`config.mk`:
```
export PLATFORM = sky130hd
export DESIGN_NAME = pwm_duty_fader
export DESIGN_NICKNAME = d
export VERILOG_FILES = /design/src/rtl/pwm_duty_fader.sv
export SDC_FILE = /design/constraint.sdc
export NUM_CORES = 1
export LEC_CHECK = 0
export CORE_UTILIZATION = 40
export CTS_CLUSTER_SIZE = 24
export DETAILED_ROUTE_END_ITERATION = 7
export PLACE_DENSITY = 0.69
export SYNTH_ARGS = -nofsm -noshare
export SYNTH_HDL_FRONTEND = slang
export SYNTH_SLANG_ARGS = --single-unit
```
`constraint.sdc`:
```
create_clock -name clk -period 4.4 [get_ports clk]
set_clock_uncertainty 0.1 [all_clocks]
set_input_delay 0.66 -clock clk [delete_from_list [all_inputs] [get_ports clk]]
set_output_delay 0.66 -clock clk [all_outputs]
set_load 0.02 [all_outputs]
```
`src/rtl/pwm_duty_fader.sv`:
```
`timescale 1ns/1ps
// pwm_duty_fader
//   Generates a slowly breathing duty word for a downstream PWM generator.
//   The duty ramps from lo up to hi in STEP increments (one step per PWM
//   period), dwells HOLD periods at hi, ramps back down to lo, dwells HOLD
//   periods at lo and repeats. lo/hi are captured from duty_min/duty_max
//   only when leaving IDLE, so the limits can be changed freely while running.
//
// Parameters
//   R    duty resolution in bits; one PWM period is 2^R ticks
//   N    clk cycles per tick (prescaler), N >= 1
//   STEP duty change per PWM period, 1 <= STEP < 2^R
//   HOLD PWM periods spent at each extreme, HOLD >= 1
//
// Ports
//   clk        system clock, rising edge
//   reset      asynchronous active-high reset
//   en         run request; low returns the block to IDLE
//   duty_min   lower ramp limit (sampled on leaving IDLE)
//   duty_max   upper ramp limit (sampled on leaving IDLE)
//   duty       registered duty word
//   period_end one-cycle pulse on the last clk of each PWM period
//   state      current FSM state code (IDLE=0 UP=1 HOLD_H=2 DOWN=3 HOLD_L=4)
module pwm_duty_fader #(
  parameter int R    = 6,
  parameter int N    = 1,
  parameter int STEP = 1,
  parameter int HOLD = 4
) (
  input  logic         clk,
  input  logic         reset,
  input  logic         en,
  input  logic [R-1:0] duty_min,
  input  logic [R-1:0] duty_max,
  output logic [R-1:0] duty,
  output logic         period_end,
  output logic [2:0]   state
);

  localparam int PW = (N > 1) ? $clog2(N) : 1;
  localparam int HW = (HOLD > 1) ? $clog2(HOLD) : 1;

  localparam logic [PW-1:0] PRESC_LAST = PW'(N - 1);
  localparam logic [R-1:0]  CNT_LAST   = '1;
  localparam logic [HW-1:0] HOLD_LAST  = HW'(HOLD - 1);
  localparam logic [R:0]    STEP_W     = (R + 1)'(STEP);

  typedef enum logic [2:0] {
    S_IDLE   = 3'd0,
    S_UP     = 3'd1,
    S_HOLD_H = 3'd2,
    S_DOWN   = 3'd3,
    S_HOLD_L = 3'd4
  } state_t;

  state_t        state_reg, state_next;
  logic [R-1:0]  duty_reg, duty_next;
  logic [R-1:0]  lo_reg, lo_next;
  logic [R-1:0]  hi_reg, hi_next;
  logic [R-1:0]  cnt_reg, cnt_next;
  logic [PW-1:0] presc_reg, presc_next;
  logic [HW-1:0] hold_reg, hold_next;
  logic          pe_reg, pe_next;

  logic          tick_wrap;
  logic          at_end;
  logic [R:0]    up_sum;
  logic [R:0]    lo_plus;

  // Ramp limit tests are done one bit wider so duty+STEP / lo+STEP can
  // never wrap around and make the ramp overshoot.
  assign tick_wrap = (presc_reg == PRESC_LAST);
  assign at_end    = tick_wrap && (cnt_reg == CNT_LAST);
  assign up_sum    = {1'b0, duty_reg} + STEP_W;
  assign lo_plus   = {1'b0, lo_reg} + STEP_W;

  always_comb begin
    state_next = state_reg;
    duty_next  = duty_reg;
    lo_next    = lo_reg;
    hi_next    = hi_reg;
    cnt_next   = cnt_reg;
    presc_next = presc_reg;
    hold_next  = hold_reg;

    // Free-running period timebase; IDLE and the en=0 path below zero it.
    if (tick_wrap) begin
      presc_next = '0;
      cnt_next   = cnt_reg + 1'b1;
    end else begin
      presc_next = presc_reg + 1'b1;
    end

    case (state_reg)
      S_IDLE: begin
        presc_next = '0;
        cnt_next   = '0;
        hold_next  = '0;
        duty_next  = '0;
        if (en) begin
          lo_next    = duty_min;
          hi_next    = (duty_max > duty_min) ? duty_max : duty_min;
          duty_next  = duty_min;
          state_next = S_UP;
        end
      end
      S_UP: begin
        if (at_end) begin
          if (up_sum >= {1'b0, hi_reg}) begin
            duty_next  = hi_reg;
            hold_next  = '0;
            state_next = S_HOLD_H;
          end else begin
            duty_next = up_sum[R-1:0];
          end
        end
      end
      S_HOLD_H: begin
        if (at_end) begin
          if (hold_reg == HOLD_LAST) begin
            hold_next  = '0;
            state_next = S_DOWN;
          end else begin
            hold_next = hold_reg + 1'b1;
          end
        end
      end
      S_DOWN: begin
        if (at_end) begin
          if ({1'b0, duty_reg} <= lo_plus) begin
            duty_next  = lo_reg;
            hold_next  = '0;
            state_next = S_HOLD_L;
          end else begin
            duty_next = duty_reg - STEP_W[R-1:0];
          end
        end
      end
      S_HOLD_L: begin
        if (at_end) begin
          if (hold_reg == HOLD_LAST) begin
            hold_next  = '0;
            state_next = S_UP;
          end else begin
            hold_next = hold_reg + 1'b1;
          end
        end
      end
      default: begin
        // Unused codes recover to IDLE on the next edge.
        state_next = S_IDLE;
        duty_next  = '0;
        presc_next = '0;
        cnt_next   = '0;
        hold_next  = '0;
      end
    endcase

    // Dropping en overrides everything, including a coincident period end.
    if (!en) begin
      state_next = S_IDLE;
      duty_next  = '0;
      presc_next = '0;
      cnt_next   = '0;
      hold_next  = '0;
    end

    // period_end is registered: it is high for the clk in which the
    // timebase sits on its final tick.
    pe_next = (state_next != S_IDLE) && (presc_next == PRESC_LAST) &&
              (cnt_next == CNT_LAST);
  end

  always_ff @(posedge clk or posedge reset) begin
    if (reset) begin
      state_reg <= S_IDLE;
      duty_reg  <= '0;
      lo_reg    <= '0;
      hi_reg    <= '0;
      cnt_reg   <= '0;
      presc_reg <= '0;
      hold_reg  <= '0;
      pe_reg    <= 1'b0;
    end else begin
      state_reg <= state_next;
      duty_reg  <= duty_next;
      lo_reg    <= lo_next;
      hi_reg    <= hi_next;
      cnt_reg   <= cnt_next;
      presc_reg <= presc_next;
      hold_reg  <= hold_next;
      pe_reg    <= pe_next;
    end
  end

  assign duty       = duty_reg;
  assign period_end = pe_reg;
  assign state      = state_reg;

endmodule

```
==> implementation parameters <==
Parameter                              Value

Route
  Antenna-violating nets left ... 0
  First-iteration detailed-routing DRC count ... 107
  First drt pass iteration count ... 4
  Total vias in the final route ... roughly 2000
  Routed WL per cell ... 14.6 um
  Number of DRC violations after detailed routing ... 0
  DR vias/cell ... 5.60
  Total Wirelength ... between 5 and 6 mm

Global routing
  Tot GR Track Use ... 0.189
  Vias in the first global route ... between 1500 and 2000
  Antenna violations before repair ... 0
  First-pass GRT wire length ... 9.12 mm
  Top Usage Layer GRT ... met2
  GRT Residual Overflow ... 0
  Fraction of met1 tracks used by global routing ... 0.249
  Largest net degree at the start of global routing ... 25
  Met2 track demand over resource in global routing ... 0.303
  GR Util met3 ... 0.0360

Final layout
  Final Util ... 0.490
  Filler Cells Inserted ... about 550
  Share of post-route cells with drive strength above 1 ... 0.0692
  Synth-to-Final Area Change ... 16.4%
  Area occupied by multi-input gates ... between 0.001 and 0.0015 mm2
  Antenna diodes ... 0
  Final Net Count ... between 300 and 400
  Register cell area after layout ... approximately 750 um2

Die
  Die area ... 0.00617 mm2
  Die Span Y ... between 70 and 80 um
  Core area ... 0.00557 mm2
  Die boundary width ... 78.6 um
  Site row count ... 27
  Initial core utilization ... 0.421
  Count of boundary I/O pins ... 25

Placed design
  Worst slack at placement ... approximately 1200 ps
  Port Buffer Count ... 24
  Placer congestion estimate ... 0.838
  HPWL after detailed placement ... 4.07 mm

Power
  Net switching component of the power ... around 280 uW
  Leakage power ... about 1.3 nW
  P per Cell Area ... 299 mW/mm2
  Power share of the sequential group ... 0.421
  Proportion of power drawn by the clock network ... 0.282
  Combinational cell fraction of total power ... 0.298
  Post-layout power ... 816 uW
  Switching share of total power ... 0.338
  Internal power ... 540 uW
  Largest vdd supply drop ... ~0.00014 V

STA
  Final worst slack ... 1170 ps
  Number of setup violations in the final report ... 0
  Setup repair after global routing missed its margin ... false
  Fin. Hold Viols ... 0
  Final worst path period need ... 3230 ps
  Max frequency ... 309 MHz
  Max-slew violation count ... 0
  Crit share post-route ... 0.734
  Final Hold Slack ... roughly 390 ps
  Worst rel slew slack ... 0.369
  Transition time of the tightest slew-check pin ... 945 ps
  Aggregate negative setup slack ... 0 ps

Clocking
  Post-CTS Setup Inserts ... 0
  Clk sink count ... 30
  Level count of the clock H-tree ... 2
  Worst-skew pair later-pin latency ... around 280 ps
  TritonCTS clock tree ... done
  Clock Root Buffer ... sky130_fd_sc_hd__clkbuf_8
  Total clock buffers created by CTS ... 5
  Post-CTS Hold Fix Bufs ... 0
  Number of buffers between clock root and the deepest sink ... 2
  Post_cts resized ... 0
  Clock transition time at the flip-flop clock pins of the worst setup and hold paths ... around 70 ps

Yosys
  Cell accounting for the most synthesized area ... sky130_fd_sc_hd__dfrtp_1
  Post-Synthesis Cells ... 263
  Number of warning messages in the yosys log ... 0
  Most common library cells after synthesis ... sky130_fd_sc_hd__dfrtp_1, sky130_fd_sc_hd__ha_1, sky130_fd_sc_hd__nor2_1, sky130_fd_sc_hd__inv_1, sky130_fd_sc_hd__nand3_1
  EDFF count, synth ... 0
  Sequential area share after synthesis ... 0.320
  Synthesized netlist net count ... about 300
  Post-synth cell types ... 49
  Most repeated cell in the gate-level netlist after synthesis ... sky130_fd_sc_hd__dfrtp_1
  Area share of the largest cell type after synthesis ... 0.320
  Mapped Avg Cell Area ... 8.92 um2
  Register bit count reported by yosys ... 30
  Commonest register cell after synthesis ... sky130_fd_sc_hd__dfrtp_1
  Syn Std Cell Area ... 0.00234 mm2
  Dominant cells by area after synthesis ... sky130_fd_sc_hd__dfrtp_1, sky130_fd_sc_hd__ha_1, sky130_fd_sc_hd__nand3_1
  Proportion of register bits with asynchronous set or reset after synthesis ... 1.00

Setup path
  Cell depth of the worst flop-to-flop path ... 9
  Startpoint Class ... flip-flop
  Minimum setup slack among reg-to-reg paths ... 1170 ps
  Critical-path cell with the highest stage delay ... sky130_fd_sc_hd__a221oi_2
  Cell-by-cell listing of the critical path ... ha_1, and3_4, xor2_1, ha_1, a21o_1, a221oi_2, mux2_1, a32oi_1, o21ai_1
  Maximum net fanout on the critical path ... 11
  Element type at the critical path end ... flip-flop
  Cell with the most instances on the worst path ... sky130_fd_sc_hd__ha_1
  Crit path kind ... flip-flop to flip-flop
  Required time reported for the critical path endpoint ... 4460 ps
  WP data arrival ... roughly 3300 ps
  Capture point of the worst reg-to-reg path ... duty[4]$_DFFE_PP0P_
  CP max stage delay ... 770 ps
  Worst reg2reg path startpoint ... duty[1]$_DFFE_PP0P_

Flow run
  Count of max-cap constraint violations ... 0

Worst hold path
  Worst hold path endpoint ... cnt_reg[0]$_DFF_PP0_
  Number of cells traversed by the worst hold path ... 1
  Worst min-delay path startpoint ... cnt_reg[0]$_DFF_PP0_
  Class of the tightest hold or removal check ... flip-flop to flip-flop

Run status
  Run status ... finished, final reports clean
layout by cell type (no fill, tap or decap), types with 3 or more instances in the layout:
master and instances:
sky130_fd_sc_hd__dfrtp_1 30, sky130_fd_sc_hd__clkdlybuf4s50_1 24, sky130_fd_sc_hd__nor2_1 23, sky130_fd_sc_hd__ha_1 23
sky130_fd_sc_hd__inv_1 22, sky130_fd_sc_hd__nand3_1 20, sky130_fd_sc_hd__nand2_1 19, sky130_fd_sc_hd__a21oi_1 18
sky130_fd_sc_hd__xor2_1 9, sky130_fd_sc_hd__mux2i_1 8, sky130_fd_sc_hd__mux2_1 8, sky130_fd_sc_hd__and3_1 7
sky130_fd_sc_hd__xnor2_1 7, sky130_fd_sc_hd__clkbuf_8 6, sky130_fd_sc_hd__o21ai_1 5, sky130_fd_sc_hd__a31oi_1 5
sky130_fd_sc_hd__a21o_1 4, sky130_fd_sc_hd__o21ai_0 4, sky130_fd_sc_hd__a22oi_1 4, sky130_fd_sc_hd__a32oi_1 4
sky130_fd_sc_hd__nor2b_1 3, sky130_fd_sc_hd__nor3_1 3
stage by stage:
step	std cells	cell area, um2
after detailed placement	353	2640
after global placement	353	2640
after CTS	361	2730
after global routing	361	2730
after floorplan	263	2340
final	361	2730
cells by family (layout without fill, tap and decap cells):
kind of cell / after synthesis / in the layout / share of synthesized area
fa+ha+maj: 23 / 23 / 0.123
simple gates: 87 / 87 / 0.185
xor+xnor: 16 / 16 / 0.0598
compound gates: 60 / 60 / 0.181
flops: 30 / 30 / 0.320
mux: 16 / 16 / 0.0726
buf+inv: 31 / 57 / 0.0592
power groups by stage:
stage / Sequential [mW] / Combinational [mW] / Clock [mW]
finish: 0.343 / 0.243 / 0.230
global route: 0.347 / 0.278 / 0.243
CTS: 0.343 / 0.244 / 0.235
detailed placement: 0.348 / 0.242 / 0
global placement: 0.347 / 0.236 / 0
floorplan: 0.338 / 0.179 / 0
metal layers:
metal / vias to the layer above / routed length (um) / part of all wire
li1: 997 / - / -
met1: 951 / 2410 / 0.46
met2: 59 / 2480 / 0.47
met3: 14 / 249 / 0.047
met4: 0 / 137 / 0.026
met5: - / 0 / 0
layout make-up:
type,instances,share of cell area
multi-input combinational,202,0.533
inverter,23,0.0316
clock inverter,1,0.00183
clock buffer,7,0.0316
timing repair buffer,26,0.0935
sequential,30,0.275
tap,72,0.0330
critical path: cells and delay by family (launching register included):
| kind | cells | cell delay (ps) |
|---|---|---|
| simple gates | 1 | 200 |
| fa+ha+maj | 2 | 510 |
| compound gates | 4 | 1220 |
| mux | 1 | 390 |
| flops | 1 | 490 |
| xor+xnor | 1 | 190 |
how the worst max path moves through the flow:
stage                   startpoint             endpoint  slack, ps
6_report       duty[1]$_DFFE_PP0P_  duty[4]$_DFFE_PP0P_       1170
5_1_grt        duty[1]$_DFFE_PP0P_  duty[4]$_DFFE_PP0P_        970
4_1_cts        duty[1]$_DFFE_PP0P_  duty[4]$_DFFE_PP0P_       1200
3_5_place_dp   duty[0]$_DFFE_PP0P_  duty[4]$_DFFE_PP0P_       1230
3_3_place_gp   duty[0]$_DFFE_PP0P_  duty[4]$_DFFE_PP0P_       1320
2_1_floorplan  duty[0]$_DFFE_PP0P_  duty[3]$_DFFE_PP0P_       1580
(Power assumes the default switching activity.)
==> edit 1, RTL diff (same settings) <==
Set the parameter `HOLD` to 8 (it was 4).
--- a/src/rtl/pwm_duty_fader.sv
+++ b/src/rtl/pwm_duty_fader.sv
@@ -27,3 +27,3 @@
   parameter int STEP = 1,
-  parameter int HOLD = 4
+  parameter int HOLD = 8
 ) (
Check against the original RTL: no difference found for any inputs over 10 cycles, from zero or initial values and one cycle with reset high; that may be too few to reach the edited logic, so the function may still have changed.
==> edit 1 against the unedited design <==
Cell area rose by 2.5%; critical endpoint is now duty[3]$_DFFE_PP0P_; sequential cell count is 1 higher; synthesized area grew 1.4%; largest power group unchanged; utilization increased by 0.93 points; non-clock buffer count is the same; worst setup slack better by 150 ps; power decreased by 0.53%; highest routed layer unchanged; routed wire length increased by 1.5%.
==> edit 1: results (changes against the unedited design) <==
stage	metric	value	unit	change
sta	Fmax	0.3246	GHz	+4.9%
synth	compound-cell area share of the yosys netlist	0.1589		-0.02195
finish	share of cells above drive strength 1	0.09898		+0.02977
place	placed cell area	2694	um2	+2.1%
setup_path	critical-path maximum fanout	10		-1
power_and_ir_drop	cell-internal power	0.5518	mW	+2.1%
place	# placed instances	357		+1.1%
power_and_ir_drop	Lkg Pwr	1.277	nW	+0.52%
setup_path	Worst R2R Setup Slack	1320	ps	+150 ps
grt	Tot GR Track Use	0.1948		+0.005835
run_status	status	finished clean		
drt	drt total wl	5.360	mm	+1.5%
synth	Adder-Cell Fraction of Synth Area	0.1305		+0.007794
synth	async set-reset flop share out of synthesis	1.000		unchanged
power_and_ir_drop	Clk pwr share	0.311		+0.029
drt	met2 wire len	2.445	mm	-1.3%
place	DP HPWL	4.115	mm	+1.2%
grt	GR Layer Usage met3	0.02989		-0.006161
setup_path	Worst Path Arrival	3140	ps	-150 ps
setup_path	Setup crit start	duty[0]$_DFFE_PP0P_		
drt	initial drt markers	92		-14%
finish	Post-Layout Inst Area	2798	um2	+2.5%
drt	WL met3	227	um	-8.8%
finish	Layout Cells excl Fill	365		+1.1%
sta	final hold slack	396.1	ps	+6.212 ps
drt	M1 wire length	2.584	mm	+7.0%
power_and_ir_drop	Gate power share	0.266		-0.032
synth	ranking of synthesized cells by area	dfrtp_1 33%, ha_1 13%, mux2_2 4.7%, nand3_1 4.6%, mux2i_1 3.8%		
synth	XOR/XNOR share of the synthesized area	0.05526		-0.004502
synth	Synthesized Nets	305		+1.3%
synth	sequential share of the synthesized area	0.3263		+0.006145
drt	vias per cell	5.474		-2.2%
grt	number of global-route vias before repair	1993		+2.6%
place	GPL Wtd Cong	0.8506		+1.5%
synth	post-synthesis cell type count	45		-8.2%
synth	top post-synthesis cells by count	31 x dfrtp_1, 24 x ha_1, 22 x nand3_1, 21 x inv_1, 21 x nor2_1		
grt	met1 Resource Use GR	0.2725		+0.02324
finish	fill cell count	559		+0.90%
setup_path	end of the worst register-to-register path	duty[3]$_DFFE_PP0P_		
sta	Slew HR	0.2608		-0.1084
place	DP Worst Slack	1363	ps	+136.6 ps
-- edit 1: cell count changes in the layout (fill, tap and decap cells not counted), moves of 4 or more --
cell      delta
nand2b_1     +4
o21ai_0      +8
a32oi_1      +5
a31oi_1      -4
mux2_1       -8
nand4_1      +4
o21ai_1      -4
mux2_2      +10
a21oi_1      -4
-- edit 1: cell type report --
class                           instances  area share
Sequential cell                        31      0.2773
Clock buffer                            7     0.03444
Tap cell                               72     0.03220
Inverter                               23     0.03086
Clock inverter                          1    0.002683
Timing Repair Buffer                   26     0.09123
Multi-Input combinational cell        205      0.5313
-- edit 1: worst max-delay path, cell delays in order (launching register included) --
cell and delay (ps):
dfrtp_1 520, ha_1 270, xor2_1 250, ha_1 290, a21oi_1 120, o21ai_0 170
a221oi_4 530, mux2_2 390, a32oi_1 180, o21ai_0 120
-- edit 1: logic make-up after synthesis --
kind of cell / after synthesis
fa+ha+maj: 25
buf+inv: 30
simple gates: 92
flops: 31
mux: 19
xor+xnor: 15
compound gates: 54
==> edit 2, RTL diff (same flow settings) <==
Made on the original files. Take the reset off `lo_reg` and `hi_reg` and load them in a clocked block of their own.
--- a/src/rtl/pwm_duty_fader.sv
+++ b/src/rtl/pwm_duty_fader.sv
@@ -177,4 +177,2 @@
       duty_reg  <= '0;
-      lo_reg    <= '0;
-      hi_reg    <= '0;
       cnt_reg   <= '0;
@@ -186,4 +184,2 @@
       duty_reg  <= duty_next;
-      lo_reg    <= lo_next;
-      hi_reg    <= hi_next;
       cnt_reg   <= cnt_next;
@@ -195,2 +191,7 @@
 
+  always_ff @(posedge clk) begin
+    lo_reg <= lo_next;
+    hi_reg <= hi_next;
+  end
+
   assign duty       = duty_reg;
Formal check against the unedited RTL: same outputs for any inputs over 10 cycles, from zero or initial values and one cycle with reset high; that may be too few to reach the edited logic, so the function may still have changed.
==> edit 2 against the unedited design <==
Worst setup slack better by 310 ps; sequential cell count stayed put; power is 14% lower; synthesized area is 2.6% lower; worst hold slack better by 4.2 ps; routed wire length is 7.6% lower; cell area is 3.3% lower; largest power group unchanged.
==> edit 2: results (changes against the unedited design) <==
stage	metric	value	unit	change
synth	sequential share of the synthesized area	0.3551		+0.03490
place	placed cell area	2559	um2	-3.0%
sta	Worst-Margin Slew	710.5	ps	-234.6 ps
grt	met1 Resource Use GR	0.2293		-0.02000
drt	Routed wire per std cell	14.61	um	about the same
synth	top post-synthesis cells by count	23 x ha_1, 20 x nand2_1, 18 x dfrtp_1, 17 x inv_1, 14 x nand3_1		
finish	Final #Nets	299		-8.3%
grt	first-pass GRT wire length	8.286	mm	-9.2%
synth	async set-reset flop share out of synthesis	0.6000		-0.4000
setup_path	RR Startpoint	lo_reg[1]$_DFFE_PP_		
synth	post-synthesis cell type count	50		+2.0%
setup_path	Worst path slowest cell	o311a_1		
place	# placed instances	326		-7.6%
drt	initial drt markers	88		-18%
place	DP Worst Slack	1180	ps	-46.44 ps
sta	final hold slack	394.1	ps	+4.164 ps
setup_path	R2R cell count	10		+1
sta	Final WS setup	1476	ps	+307.3 ps
setup_path	CP top delay family	simple AND/OR/NAND/NOR gates		
synth	XOR/XNOR share of the synthesized area	0.06904		+0.009276
drt	WL met3	245	um	-1.6%
synth	Post-synth EDFFs	12		+12
grt	Global Route met2 Usage	0.2823		-0.02118
grt	Tot GR Track Use	0.1755		-0.01344
drt	drt total wl	4.881	mm	-7.6%
grt	GR Layer Usage met3	0.03176		-0.004282
run_status	status	finished clean		
drt	met2 wire len	2.273	mm	-8.3%
synth	ranking of synthesized cells by area	dfrtp_1 20%, edfxtp_1 16%, ha_1 13%, xnor2_1 5.0%, mux2_2 4.4%		
grt	number of global-route vias before repair	1749		-10%
finish	share of cells above drive strength 1	0.1069		+0.03767
place	DP HPWL	3.698	mm	-9.0%
power_and_ir_drop	Max VDD drop	140.7	uV	-2.1%
drt	via count	1827		-9.6%
synth	compound-cell area share of the yosys netlist	0.1359		-0.04501
power_and_ir_drop	Lkg Pwr	1.097	nW	-14%
setup_path	Worst path max stage delay	450	ps	-320 ps
synth	post-synthesis mux area share	0.06849		-0.004079
synth	Synthesized Nets	275		-8.6%
edit 2: cell types whose count changed in the layout (fill, tap and decap cells not counted), sizes merged, moves of 4 or more:
| cell | before | now |
|---|---|---|
| xnor2 | 7 | 13 |
| mux2i | 8 | 4 |
| nand2b | 0 | 6 |
| dfrtp | 30 | 18 |
| a32oi | 5 | 0 |
| nor2 | 23 | 13 |
| xor2 | 9 | 5 |
| edfxtp | 0 | 12 |
| inv | 23 | 17 |
| nand3 | 20 | 14 |
| a21oi | 19 | 10 |
edit 2: final cells by class:
type                            count  area [um2]  area share
Multi-Input combinational cell    182        1346      0.5102
Timing Repair Buffer               25       247.7     0.09388
Tap cell                           72       90.09     0.03414
Inverter                           17       63.81     0.02418
Sequential cell                    30       810.8      0.3073
Clock buffer                        8       80.08     0.03035
edit 2: report_power, final:
| part | switching, mW | internal [mW] | total (mW) |
|---|---|---|---|
| logic | 0.0812 | 0.0808 | 0.162 |
| registers | 0.0189 | 0.305 | 0.324 |
| clock network | 0.100 | 0.112 | 0.213 |
